### src/rtl/dmem_arbiter.sv
// dmem_arbiter: arbiter and read sequencer sharing one data memory between the core (C) and an external port (E)
// Ports: clk, reset (synchronous, active-high)
//   c_req/c_we/c_mode/c_addr/c_wdata in, c_gnt/c_rvalid/c_rdata out: core load/store port
//   e_req/e_we/e_mode/e_addr/e_wdata in, e_gnt/e_rvalid/e_rdata out: external loader/debug port
//   core_stall out: freezes core PC/register write
//   m_en/m_we/m_mode/m_addr/m_wdata out, m_rdata in: memory pins (read data valid the cycle after the strobe)
// Build option: DMEM_ARB_ROUND_ROBIN_EN selects round-robin arbitration; otherwise port C has fixed priority.
module dmem_arbiter #(
  parameter int ADDR_W = 32,
  parameter int DATA_W = 32
) (
  input  logic              clk,
  input  logic              reset,
  input  logic              c_req,
  input  logic              c_we,
  input  logic [3:0]        c_mode,
  input  logic [ADDR_W-1:0] c_addr,
  input  logic [DATA_W-1:0] c_wdata,
  output logic              c_gnt,
  output logic              c_rvalid,
  output logic [DATA_W-1:0] c_rdata,
  output logic              core_stall,
  input  logic              e_req,
  input  logic              e_we,
  input  logic [3:0]        e_mode,
  input  logic [ADDR_W-1:0] e_addr,
  input  logic [DATA_W-1:0] e_wdata,
  output logic              e_gnt,
  output logic              e_rvalid,
  output logic [DATA_W-1:0] e_rdata,
  output logic              m_en,
  output logic              m_we,
  output logic [3:0]        m_mode,
  output logic [ADDR_W-1:0] m_addr,
  output logic [DATA_W-1:0] m_wdata,
  input  logic [DATA_W-1:0] m_rdata
);
  typedef enum logic [1:0] {IDLE, RD_C, RD_E} state_e;
  state_e state_q, state_d;
  logic idle, pick_c;
  assign idle = (state_q == IDLE) && !reset;
`ifdef DMEM_ARB_ROUND_ROBIN_EN
  logic rr_q;
  assign pick_c = c_req && (!e_req || !rr_q);
  always_ff @(posedge clk) rr_q <= reset ? 1'b0 : rr_q ^ m_en;
`else
  assign pick_c = c_req;
`endif
  always_comb begin
    c_gnt = idle && pick_c;
    e_gnt = idle && e_req && !pick_c;
    m_en = c_gnt || e_gnt;
    m_we = c_gnt ? c_we : e_gnt ? e_we : 1'b0;
    m_mode = c_gnt ? c_mode : e_gnt ? e_mode : '0;
    m_addr = c_gnt ? c_addr : e_gnt ? e_addr : '0;
    m_wdata = c_gnt ? c_wdata : e_gnt ? e_wdata : '0;
    c_rvalid = state_q == RD_C;
    e_rvalid = state_q == RD_E;
    c_rdata = c_rvalid ? m_rdata : '0;
    e_rdata = e_rvalid ? m_rdata : '0;
    // a load holds the core through its grant cycle and retires in RD_C
    core_stall = !reset && ((c_req && !c_gnt) || (c_gnt && !c_we));
    state_d = (c_gnt && !c_we) ? RD_C : (e_gnt && !e_we) ? RD_E : IDLE;
  end
  always_ff @(posedge clk) state_q <= reset ? IDLE : state_d;
endmodule

### config.mk
export PLATFORM = sky130hd
export DESIGN_NAME = dmem_arbiter
export DESIGN_NICKNAME = d
export VERILOG_FILES = /design/src/rtl/dmem_arbiter.sv
export SDC_FILE = /design/constraint.sdc
export NUM_CORES = 1
export LEC_CHECK = 0
export BUFFER_PORTS_ARGS = -buffer_cell sky130_fd_sc_hd__buf_4
export CORE_AREA = 3 3 122 124
export CTS_CLUSTER_DIAMETER = 30
export DETAILED_ROUTE_END_ITERATION = 7
export DIE_AREA = 0 0 125 127
export GPL_TIMING_DRIVEN = 0
export HOLD_SLACK_MARGIN = 0.15
export PLACE_DENSITY = 0.59
export SYNTH_ARGS = -nofsm -noshare
export SYNTH_HDL_FRONTEND = slang
export SYNTH_SLANG_ARGS = --single-unit
### constraint.sdc
create_clock -name clk -period 1.45 [get_ports clk]
set_input_delay 0.3625 -clock clk [delete_from_list [all_inputs] [get_ports clk]]
set_output_delay 0.3625 -clock clk [all_outputs]
set_load 0.01 [all_outputs]
==> results.py <==
metrics = {
    "synthesis": {
        "synth-async-reset-ratio_pct": 0,
        "synth_edf_count": 0,
        "syn_area_um2": 2060,
        "ys_ff_latch": 2,
        "yosys.area.top_type": "a21oi_2",
        "ys.flop_type": "dfxtp_1",
        "syn_inst": 323,
        "yosysWarnings": 0,
        "synth_top_area_share_pct": 25.5,
        "ys_seq_area_share_pct": 1.95,
        "avgSynthCellArea_um2": 6.37,
        "synth_area_leaders": "a21oi_2 (26%), nand3b_1 (25%), and2_1 (19%)",
        "syn-num-nets": 497,
        "ys_types": 18,
        "synth_common_cells": "nand2_1 (69), nand3b_1 (69), and2_1 (64)",
    },
    "run_status": {
        "status": "complete, but fails checks",
        "violations": "setup timing",
    },
    "sta": {
        "fin_setup_tns_ns": -53.58,
        "hold_viol_final": 0,
        "max_freq_mhz": 526,
        "slew_headroom_pct": 69.2,
        "worstMarginPinSlew_ns": 0.462,
        "fin_ws_ns": -0.453,
        "holdWs_ns": 0.329,
        "rsz0062_at_grt": "true",
        "skew_ns": 0.000141,
        "fin_crit_ns": 1.90,
        "fin_crit_sh_pct": 131,
        "setup_viol": 139,
        "slew_violations": 0,
    },
    "pwr": {
        "p_per_area_nw_per_um2": 333,
        "ir_drop_mv": 0.290,
        "p_leak_nw": 2.66,
        "p_total_mw": 1.88,
    },
    "critical_path": {
        "cp_data_required_time_ns": 1.09,
        "critical_path_class": "register to output port",
        "crit_arrival_ns": 1.54,
        "rr_endpoint": "state_q[0]",
        "cp_max_fo": 10,
        "setup.worst_path.start_class": "register",
        "r2r_setup_slack_ns": 0.32,
        "r2r_start": "state_q[0]",
        "end_kind": "output port",
        "rr_worst_depth": 3,
    },
    "placed_design": {
        "dpl.hpwl_um": 10400,
        "dp_slack_ns": -0.378,
        "portBuffers": 310,
        "routabilityCongestion": 0.768,
    },
    "min_path": {
        "hp-class": "input port to register",
        "whs_path_depth": 2,
        "worstHoldStart": "e_we",
        "min_to": "state_q[1]",
    },
    "finish": {
        "post-route-util_pct": 40.7,
        "regMostFlops": "state_q",
        "drive_gt1_share_pct": 75.9,
        "reg_top3": "state_q x2",
        "antenna_cells": 0,
        "largest_reg_flops": 2,
        "synthToLayoutAreaGrowth_pct": 174,
        "finalNetCount": 836,
    },
    "global_route": {
        "overflow": 0,
        "grt_pass1_vias": 3491,
        "grt_pass1_wl_um": 19000,
        "antenna_found_initial": 0,
        "grt_max_degree": 11,
        "grt_usage_pct": 14.4,
    },
    "detailed_routing": {
        "drtAntennaViolNets": 0,
        "vias": 3587,
        "drcViolationCount": 0,
        "via_per_inst": 4.27,
        "dr.pass1.iters": 4,
        "wire_per_inst_um": 16.3,
        "wirelength_um": 13700,
        "drt_iter0_drc": 75,
    },
    "floorplan": {
        "rows": 43,
        "fp.coreArea_um2": 13900,
        "die_w_um": 125,
        "die_h_um": 127,
        "die_area_um2": 15900,
        "pin_count": 313,
        "initial_core_util_pct": 14.8,
    },
    "clock_network": {
        "cts_htree_levels": 1,
        "cts_made_buffers": 3,
        "clock-root-buffer": "clkbuf_16",
        "clkLatencyLatePin_ns": 0.22,
        "cts_buffer_depth": 2,
        "cts_tree": "built",
        "cts_sinks": 2,
        "cts.clk_slew.worst_paths_ns": 0.03,
    },
    "job": {
        "cap_violations": 0,
    },
}
## area by class of cell
cell class / instances / area [µm²]
clock buffers: 3 / 75.1
flip-flops and latches: 2 / 47.5
plain buffers: 36 / 305
fillers: 1378 / 8240
inverters: 1 / 3.75
multi-input cells: 283 / 2070
well taps: 180 / 225
repair buffers: 335 / 2920
## cell usage in the layout (no fill, tap or decap), drive strengths merged
cell and instances:
a21oi 69, a211oi 1, or3 1, buf 354
and2 64, dfxtp 2, nand2 69, nand2b 1
clkbuf 20, nor3 2, inv 1, nor2 5
nand3b 69, nor2b 2
## stage by stage
stage          cells  cell area, µm²
3_5_place_dp     813            4620
4_1_cts          829            5060
5_1_grt          840            5640
2_1_floorplan    323            2060
6_report         840            5640
3_3_place_gp     813            4620
## routing by layer
metal | vias to the layer above | global-route usage, % | wire length [µm]
met5 | - | 0 | 0
met4 | 0 | 1.98 | 112
met3 | 8 | 3.51 | 1080
met2 | 172 | 28.4 | 7460
met1 | 1649 | 15.9 | 5010
li1 | 1758 | - | -
## worst max-delay path: stages (launching register included)
cell	delay, ns
dfxtp_4	0.33
or3_4	0.40
buf_12	0.16
buf_8	0.15
a21oi_4	0.14
buf_6	0.12
## how the worst max path moves through the flow
stage          startpoint    endpoint  slack, ns  cells after the start
2_1_floorplan  state_q[0]   m_addr[0]      -0.04                      4
3_3_place_gp        e_req  m_wdata[2]      -0.38                      5
3_5_place_dp        e_req  m_wdata[2]      -0.38                      5
4_1_cts        state_q[0]  m_addr[25]      -0.44                      5
5_1_grt        state_q[0]  m_addr[31]      -0.50                      5
6_report       state_q[0]   m_mode[1]      -0.45                      5
## cells by family (layout without fill, tap and decap cells)
group / Yosys count / after routing / share of synthesized area [%]
buffers and inverters: 38 / 375 / 9.91
AOI/OAI and AO/OA: 70 / 70 / 28.1
DFF: 2 / 2 / 1.95
and+or+nand+nor: 213 / 213 / 60.1
## report_power, final
group | switching, mW | internal, mW
combinational | 0.595 | 0.813
sequential | 0.00133 | 0.0551
clock | 0.0637 | 0.351
## what timing repair did
item                                    4_1_cts  5_1_grt
gates cloned                                  4        3
endpoints found under the setup margin      139      139
pin swaps                                     8       47
hold buffers                                  0        0
resized for setup                            72      142
setup buffers                                 9       10
Note: power is estimated with default switching activity, not from simulation.
